--- src/rtl/md5_digit_core.sv ---
// md5_digit_core: MD5 of a single 8-byte message.
//
// The message is padded into one 512-bit block (0x80 terminator, 64-bit length = 64), the 64 MD5
// rounds run UNROLL per clock, and the chaining values are folded back into the digest.
//
// Ports
//   clk     : single clock, rising edge
//   reset_n : synchronous active-low reset
//   start   : request pulse, accepted in idle or in the done cycle
//   msg     : 8 ASCII bytes, msg[63:56] is the first character
//   busy    : high while rounds are being evaluated
//   done    : one-cycle pulse, digest valid
//   digest  : MD5 digest, digest[127:120] is the leftmost printed hex pair
module md5_digit_core #(
    parameter int unsigned UNROLL = 1
) (
    input  logic         clk,
    input  logic         reset_n,
    input  logic         start,
    input  logic [63:0]  msg,
    output logic         busy,
    output logic         done,
    output logic [127:0] digest
);

    if (UNROLL != 1 && UNROLL != 2 && UNROLL != 4) begin : gen_unroll_check
        $error("md5_digit_core: UNROLL must be 1, 2 or 4");
    end

    localparam logic [31:0] InitA = 32'h67452301;
    localparam logic [31:0] InitB = 32'hefcdab89;
    localparam logic [31:0] InitC = 32'h98badcfe;
    localparam logic [31:0] InitD = 32'h10325476;

    // Counter value at which the final group of rounds is evaluated.
    localparam logic [5:0] LastRnd = 6'(64 - UNROLL);

    localparam logic [31:0] KTab [64] = '{
        32'hd76aa478, 32'he8c7b756, 32'h242070db, 32'hc1bdceee,
        32'hf57c0faf, 32'h4787c62a, 32'ha8304613, 32'hfd469501,
        32'h698098d8, 32'h8b44f7af, 32'hffff5bb1, 32'h895cd7be,
        32'h6b901122, 32'hfd987193, 32'ha679438e, 32'h49b40821,
        32'hf61e2562, 32'hc040b340, 32'h265e5a51, 32'he9b6c7aa,
        32'hd62f105d, 32'h02441453, 32'hd8a1e681, 32'he7d3fbc8,
        32'h21e1cde6, 32'hc33707d6, 32'hf4d50d87, 32'h455a14ed,
        32'ha9e3e905, 32'hfcefa3f8, 32'h676f02d9, 32'h8d2a4c8a,
        32'hfffa3942, 32'h8771f681, 32'h6d9d6122, 32'hfde5380c,
        32'ha4beea44, 32'h4bdecfa9, 32'hf6bb4b60, 32'hbebfbc70,
        32'h289b7ec6, 32'heaa127fa, 32'hd4ef3085, 32'h04881d05,
        32'hd9d4d039, 32'he6db99e5, 32'h1fa27cf8, 32'hc4ac5665,
        32'hf4292244, 32'h432aff97, 32'hab9423a7, 32'hfc93a039,
        32'h655b59c3, 32'h8f0ccc92, 32'hffeff47d, 32'h85845dd1,
        32'h6fa87e4f, 32'hfe2ce6e0, 32'ha3014314, 32'h4e0811a1,
        32'hf7537e82, 32'hbd3af235, 32'h2ad7d2bb, 32'heb86d391
    };

    // Indexed by {round group, round mod 4}.
    localparam logic [4:0] STab [16] = '{
        5'd7, 5'd12, 5'd17, 5'd22,
        5'd5, 5'd9,  5'd14, 5'd20,
        5'd4, 5'd11, 5'd16, 5'd23,
        5'd6, 5'd10, 5'd15, 5'd21
    };

    typedef enum logic [1:0] {
        StIdle,
        StRound,
        StFinish
    } state_e;

    function automatic logic [31:0] bswap(input logic [31:0] x);
        return {x[7:0], x[15:8], x[23:16], x[31:24]};
    endfunction

    function automatic logic [31:0] rotl(input logic [31:0] x, input logic [4:0] s);
        return (x << s) | (x >> (6'd32 - {1'b0, s}));
    endfunction

    function automatic logic [31:0] md5_f(input logic [1:0] grp, input logic [31:0] b,
                                          input logic [31:0] c, input logic [31:0] d);
        logic [31:0] r;
        unique case (grp)
            2'd0:    r = (b & c) | (~b & d);
            2'd1:    r = (b & d) | (c & ~d);
            2'd2:    r = b ^ c ^ d;
            default: r = c ^ (b | ~d);
        endcase
        return r;
    endfunction

    // Message word index; only the low four bits of the round matter modulo 16.
    function automatic logic [3:0] md5_g(input logic [5:0] i);
        logic [3:0] r;
        unique case (i[5:4])
            2'd0:    r = i[3:0];
            2'd1:    r = i[3:0] * 4'd5 + 4'd1;
            2'd2:    r = i[3:0] * 4'd3 + 4'd5;
            default: r = i[3:0] * 4'd7;
        endcase
        return r;
    endfunction

    // Padded block words: only M0, M1 (message), M2 (0x80) and M14 (bit length) are non-zero.
    function automatic logic [31:0] word_at(input logic [3:0] g, input logic [63:0] m);
        logic [31:0] r;
        r = 32'h0;
        case (g)
            4'd0:  r = bswap(m[63:32]);
            4'd1:  r = bswap(m[31:0]);
            4'd2:  r = 32'h0000_0080;
            4'd14: r = 32'h0000_0040;
            default: r = 32'h0;
        endcase
        return r;
    endfunction

    state_e        state_q, state_d;
    logic [63:0]   msg_q, msg_d;
    logic [31:0]   a_q, a_d, b_q, b_d, c_q, c_d, d_q, d_d;
    logic [5:0]    rnd_q, rnd_d;
    logic [127:0]  digest_q, digest_d;

    // Round datapath results after UNROLL rounds.
    logic [31:0]   rnd_a, rnd_b, rnd_c, rnd_d_w;
    logic [31:0]   rnd_tmp;
    logic [5:0]    rnd_idx;

    always_comb begin
        rnd_a   = a_q;
        rnd_b   = b_q;
        rnd_c   = c_q;
        rnd_d_w = d_q;
        rnd_tmp = 32'h0;
        rnd_idx = rnd_q;
        for (int unsigned k = 0; k < UNROLL; k++) begin
            rnd_idx = rnd_q + 6'(k);
            rnd_tmp = rnd_a + md5_f(rnd_idx[5:4], rnd_b, rnd_c, rnd_d_w) + KTab[rnd_idx]
                    + word_at(md5_g(rnd_idx), msg_q);
            rnd_a   = rnd_d_w;
            rnd_d_w = rnd_c;
            rnd_c   = rnd_b;
            rnd_b   = rnd_b + rotl(rnd_tmp, STab[{rnd_idx[5:4], rnd_idx[1:0]}]);
        end
    end

    always_comb begin
        state_d  = state_q;
        msg_d    = msg_q;
        a_d      = a_q;
        b_d      = b_q;
        c_d      = c_q;
        d_d      = d_q;
        rnd_d    = rnd_q;
        digest_d = digest_q;

        unique case (state_q)
            StIdle, StFinish: begin
                if (start) begin
                    state_d = StRound;
                    msg_d   = msg;
                    a_d     = InitA;
                    b_d     = InitB;
                    c_d     = InitC;
                    d_d     = InitD;
                    rnd_d   = 6'd0;
                end else begin
                    state_d = StIdle;
                end
            end
            StRound: begin
                a_d   = rnd_a;
                b_d   = rnd_b;
                c_d   = rnd_c;
                d_d   = rnd_d_w;
                rnd_d = rnd_q + 6'(UNROLL);
                if (rnd_q == LastRnd) begin
                    state_d  = StFinish;
                    digest_d = {bswap(rnd_a + InitA), bswap(rnd_b + InitB),
                                bswap(rnd_c + InitC), bswap(rnd_d_w + InitD)};
                end
            end
            default: state_d = StIdle;
        endcase
    end

    always_ff @(posedge clk) begin
        if (!reset_n) begin
            state_q  <= StIdle;
            msg_q    <= 64'h0;
            a_q      <= InitA;
            b_q      <= InitB;
            c_q      <= InitC;
            d_q      <= InitD;
            rnd_q    <= 6'd0;
            digest_q <= 128'h0;
        end else begin
            state_q  <= state_d;
            msg_q    <= msg_d;
            a_q      <= a_d;
            b_q      <= b_d;
            c_q      <= c_d;
            d_q      <= d_d;
            rnd_q    <= rnd_d;
            digest_q <= digest_d;
        end
    end

    assign busy   = (state_q == StRound);
    assign done   = (state_q == StFinish);
    assign digest = digest_q;

endmodule

--- config.mk ---
export PLATFORM = sky130hd
export DESIGN_NAME = md5_digit_core
export DESIGN_NICKNAME = d
export VERILOG_FILES = /design/src/rtl/md5_digit_core.sv
export SDC_FILE = /design/constraint.sdc
export NUM_CORES = 2
export LEC_CHECK = 0
export ABC_AREA = 1
export BUFFER_PORTS_ARGS = -buffer_cell sky130_fd_sc_hd__buf_2
export CAP_MARGIN = 15
export CORE_UTILIZATION = 50
export CTS_CLUSTER_SIZE = 12
export DETAILED_ROUTE_END_ITERATION = 6
export GPL_TIMING_DRIVEN = 1
export PLACE_DENSITY = 0.76
export SLEW_MARGIN = 10
export SYNTH_ARGS = -nofsm -noshare
export SYNTH_HDL_FRONTEND = slang
export SYNTH_SLANG_ARGS = --single-unit
export TNS_END_PERCENT = 50
--- constraint.sdc ---
create_clock -name clk -period 25.7 [get_ports clk]
set_clock_uncertainty 0.2 [all_clocks]
set_input_delay 1.285 -clock clk [delete_from_list [all_inputs] [get_ports clk]]
set_output_delay 1.285 -clock clk [all_outputs]
set_load 0.02 [all_outputs]
# [After elaboration in Yosys (flattened, before gate mapping)]
# Memories as Yosys holds them, arrays and structs flattened.
# Index checks and enable logic that the tools add are counted.
# Widths: inputs -> output; s select.
[word_totals] register_bits=328 out_inout_bits=130 rom_bits=2128 mem_count=2
[classes] multipliers=3 n_eq_ne=10 shift=2 addsub=12 order_cmp=2 muxes=20 reduce_logical=8 n_bitwise=15
[mem_list] name="(no name shown)" words=64 width=32 read_ports=1 rd_clocked_by_memory_dff=0 write_ports=0 line="137" source="rnd_tmp = rnd_a + md5_f(rnd_idx[5:4], rnd_b, rnd_c, rnd_d_w) + KTab[rnd_idx]"
[mem_list] name="(no name shown)" words=16 width=5 read_ports=1 rd_clocked_by_memory_dff=0 write_ports=0 line="142" source="rnd_b = rnd_b + rotl(rnd_tmp, STab[{rnd_idx[5:4], rnd_idx[1:0]}]);"
[op_table] operator="$pmux 32 s2" count=4
[op_table] operator="$mux 32" count=6
[op_table] operator="$add 32x32->32" count=4
[op_table] operator="$and 32x32->32" count=4
[op_table] operator="$or 32x32->32" count=4
[op_table] operator="$pmux 32 s4" count=1
[op_table] operator="$pmux 32 s3" count=1
[op_table] operator="$xor 32x32->32" count=3
[op_table] operator="$add 32x32->32 const B" count=2
[op_table] operator="$not 32->32" count=2
[op_table] operator="$add 32x29->32 const B" count=1
[op_table] operator="$add 32x31->32 const B" count=1
[op_table] operator="$shl 32x5->32" count=1
[op_table] operator="$shr 32x6->32" count=1
[op_table] operator="$pmux 4 s3" count=1
[op_table] operator="$pmux 6 s2" count=1
[op_table] operator="$mux 5" count=2
[op_table] operator="$mul 4x3->4 const B" count=2
[op_table] operator="$ge 7x7->1 const B" count=1
[op_table] operator="$not 6->7" count=1
[op_table] operator="$add 6x1->6 const B" count=1
[op_table] operator="$eq 6x6->1 const B" count=1
[op_table] operator="$mux 6" count=1
[op_table] operator="$reduce_and 2->1" count=3
[op_table] operator="other kinds (20)" count=23

# [Logic depth before layout (Yosys ltp)]
[depth] word_depth=11 ltp_mapped=69 ltp_nobuf=67

# [Worst setup path before layout]
# Ideal clock, no wire load.
[synth_timing] path_kind="register -> register" start="register rnd_q[2]" end="register digest_q[77], in the netlist digest[77]" stages_incl_launch_ff=63 t_arrival_ns=8.822 required_time_ns=25.391 slack_ns=16.569 setup_ns=0.109 cell_sequence="dfxtp_1 -> clkinv_1 -> clkbuf_1 -> fa_1 -> inv_1 -> ha_1 -> xnor2_1 -> a21oi_1 -> o21ai_0 -> nand2_1 -> nand2_1 -> inv_1 -> nand2_1 -> inv_1 -> clkbuf_1 -> a22o_1 -> inv_1 -> fa_1 -> (+27 left out) -> nand2_1 -> nand2_2 -> nand2_1 -> nand2_2 -> a21oi_2 -> xor2_2 -> inv_2 -> nand2_1 -> nor2_1 -> nand2_1 -> nand2_2 -> o21ai_4 -> nand2_2 -> a21oi_2 -> or2_1 -> nand3_1 -> nand2_1 -> inv_1"
[synth_between] elab_chain_cells=10 word_cells_on_any_way=24 cone_classes="add/sub (6); mul (3); eq/ne (4); shift (2); mux (4); bitwise (2); reduce/logical (2); memory (1)"
[synth_lines] item="from (decl)" line="120" source="logic [5:0] rnd_q, rnd_d;"
[synth_lines] item="from (signal assigned)" line="203" source="rnd_q <= rnd_d;"
[synth_lines] item="$mul 4x2->4 (tied with other cells)" line="97" source="2'd2: r = i[3:0] * 4'd3 + 4'd5;"
[synth_lines] item="$add 4x3->4 (tied with other cells)" line="97"
[synth_lines] item="$pmux 4 s3 / $mux 32 (equally long branches)" line="94, 137"
[synth_lines] item="$eq 4x4->1 (tied with other cells)" line="107" source="case (g)"
[synth_lines] item="$pmux 32 s4 / $add 32x32->32 (equally long branches)" line="107, 137"
[synth_lines] item="$add 32x32->32" line="138" source="+ word_at(md5_g(rnd_idx), msg_q);"
[synth_lines] item="$shr 32x6->32 / $shl 32x5->32 (equally long branches)" line="76" source="return (x << s) | (x >> (6'd32 - {1'b0, s}));"
[synth_lines] item="$or 32x32->32" line="76"
[synth_lines] item="$add 32x32->32" line="142"
[synth_lines] item="$add 32x32->32" line="178" source="digest_d = {bswap(rnd_a + InitA), bswap(rnd_b + InitB),"
[synth_lines] item="to (signal assigned)" line="204" source="digest_q <= digest_d;"
[synth_lines] item="to (decl)" line="121" source="logic [127:0] digest_q, digest_d;"
# Several ways; a longest one is shown, not always the timed one. The select of a mux whose other input is x is not followed.
# A chain may end at the register's enable or synchronous reset.

# [Worst setup path in the final report]
# Same ends and word-level chain as after synthesis.

==> flow_summary.toml <==
[setup_path]
cp_max_fo = 40
worst-path-buf-inv = 12
crit_arrival_ps = 12470
crit_required_ps = 26010
crit_cells = 56
startpoint_type = "register"
cp_top_family = "simple AND/OR/NAND/NOR gates"
cp_slowest_cell = "inv_1"
ff2ff_path_depth = 56
max_stage_delay_ps = 670
rrSetupSlack_ps = 13540
endpoint_kind = "register"
path_common_cell = "nand2_1"
crit_type = "reg2reg"

[status]
violations = "design-rule violations"
outcome = "complete, but fails checks"

[logic_synthesis]
yosys_warnings = 0
syn_area_per_cell_um2 = 6.177
yosysSeqAreaShare = 0.2312
synthArstFlopShare = 0
ys_top_cells_by_area = "dfxtp_1 (23%), nand2_1 (14%), o21ai_0 (8.4%), inv_1 (7.1%), nor2_1 (6.6%)"
yosysTopAreaCellShare = 0.2312
synthesis.area_mm2 = 0.02840
yosys_most_used_dff = "dfxtp_1"
ys_ff_latch = 328
synth.net_count = 4826
synth-edff-count = 0
synth_area_leader_cell = "dfxtp_1"
synth.distinct_cells = 68
synthCells = 4597

[place]
io_buffers = 196
hpwl_um = 91690
gp_congestion = 1.062
post_dp_cell_area_mm2 = 0.02963

[sta]
maxSlewViolCount = 0
rsz0062_at_grt = "no"
fin_tns_setup_ps = 0
setup_viol = 0
worst_pin_slew_ps = 1022
fin_crit_ps = 12160
hold_viol = 0
fmax_ghz = 0.08224
period_share = 0.4731
slew-limit-headroom = 0.3177

[clock_network]
cts_hold_buf = 0
cts-buffers-inserted = 38
htreeDepth = 2
cts.sinks = 328
clk_pin_slew_ps = 60
clock_latency_ps = 580
cts.repair.resized = 0
clockBufferDepth = 3
cts_root_buf = "clkbuf_16"
cts_tree = "done"
postCtsSetupBuffers = 0

[flow_run]
drv_cap = 0

[detailed_routing]
drt-total-wl_um = 121000
dr.pass1.iters = 7
vias_per_cell = 6.046
drc = 3
drtIter0Drc = 4056
drt-wirelength-per-cell_um = 22.45
num_vias = 32588
ant_nets = 0

[global_routing]
grt_usage = 0.4115
first_global_vias = 29762
overflow = 0
grt_pass1_wl_um = 179700
antenna_found_initial = 3
grt_max_degree = 94

[finish]
n_fill_cell = 5635
nNetsFinal = 4846
area_growth_pct = 8.777
drive_above_1_share = 0.09050
fin_area_mm2 = 0.03089

[floorplan]
coreArea_mm2 = 0.05563
io_pins = 197
die_h_um = 240.3
dieArea_mm2 = 0.05775
start_util = 0.5105
row_count = 86
die_x_um = 240.3

[worst_hold_path]
hold_path.class = "reg2reg"
whs_path_depth = 2
==> metal layers <==
metal  vias to the layer above  global-route usage  part of all wire
met5                         -                   0           0.00012
met3                       350             0.08048              0.11
li1                      15300                   -                 -
met2                      1867              0.6280              0.43
met4                         2              0.2390             0.063
met1                     15069              0.5388              0.40
==> sequential cells by signal, summed over array words and instances (netlist names) <==
name and count:
d_q 32, a_q 32, c_q 32, digest 128, msg_q 64, rnd_q 6, state_q 2, b_q 32
==> worst min-delay path: cells and delay by family (launching register included) <==
| kind | cells | cell delay [ps] |
|---|---|---|
| and+or+nand+nor | 1 | 60 |
| AOI/OAI and AO/OA | 1 | 50 |
| DFF | 1 | 310 |
==> Yosys cell counts, types with 11 or more instances <==
master     number
nand4_1        54
xnor2_1        25
nand2_1      1040
a22o_1         30
a31oi_1        33
o21ai_2        11
or2_2          14
o211ai_1       62
o2111ai_1      14
clkbuf_1      176
buf_2          42
buf_1          35
inv_1         538
o21ai_1        41
inv_2          26
nor3_1         33
dfxtp_1       328
o22ai_1       104
o221ai_1       37
fa_1           65
a21oi_1       281
ha_1           97
nand2_2        12
nand3_1       320
xor2_1         57
nor2_1        502
o21ai_0       479
==> kinds of logic (layout without fill, tap and decap cells) <==
logic type,Yosys count,after routing,synth area share
and+or+nand+nor,2017,2017,0.2960
AOI/OAI and AO/OA,1165,1165,0.2390
buffers and inverters,828,872,0.1123
DFF,328,328,0.2312
adders and majority gates,162,162,0.08856
xor gates and xnor gates,93,93,0.03159
muxes,4,4,0.001410
other,0,1,0
==> worst paths after layout <==
| check | end | startpoint |
|---|---|---|
| hold / removal | a_q[3]$_SDFFE_PN0P_ | a_q[3]$_SDFFE_PN0P_ |
| hold reg to reg | a_q[3]$_SDFFE_PN0P_ | a_q[3]$_SDFFE_PN0P_ |
| setup reg to reg | digest[77]$_SDFFE_PN0P_ | rnd_q[2]$_SDFFE_PN0P_ |
| setup / recovery | digest[77]$_SDFFE_PN0P_ | rnd_q[2]$_SDFFE_PN0P_ |
==> cell usage in the layout (no fill, tap or decap), types with 65 or more instances in the layout <==
cell,count
a21oi_1,281
o22ai_1,104
buf_2,195
inv_1,534
fa_1,65
nor2_1,501
nand2_1,1037
dfxtp_1,327
nand3_1,320
ha_1,97
o21ai_0,477
==> metrics by stage <==
step                      hold WS [ps]  setup slack (ps)  instances  utilization
final                            263.7             13540       5390       0.5553
after global routing             274.9             12790       5389       0.5552
after CTS                        260.7             13860       5389       0.5552
after detailed placement         251.9             13950       5325       0.5327
after global placement           250.6             13880       5325       0.5327
after floorplan                  240.9             16570       4597            -
==> layout make-up <==
type | instances | area (µm²) | area share
clock inverter | 12 | 170.2 | 0.005509
sequential | 328 | 6568 | 0.2126
multi-input combinational | 3441 | 18670 | 0.6045
timing repair buffer | 240 | 1318 | 0.04265
inverter | 568 | 2138 | 0.06922
antenna | 1 | 2.502 | 0.00008101
clock buffer | 52 | 1085 | 0.03512
tap | 748 | 935.9 | 0.03030
Power is not shown: default switching activity piles up to over one toggle a cycle in this logic, so the estimate is an artifact.
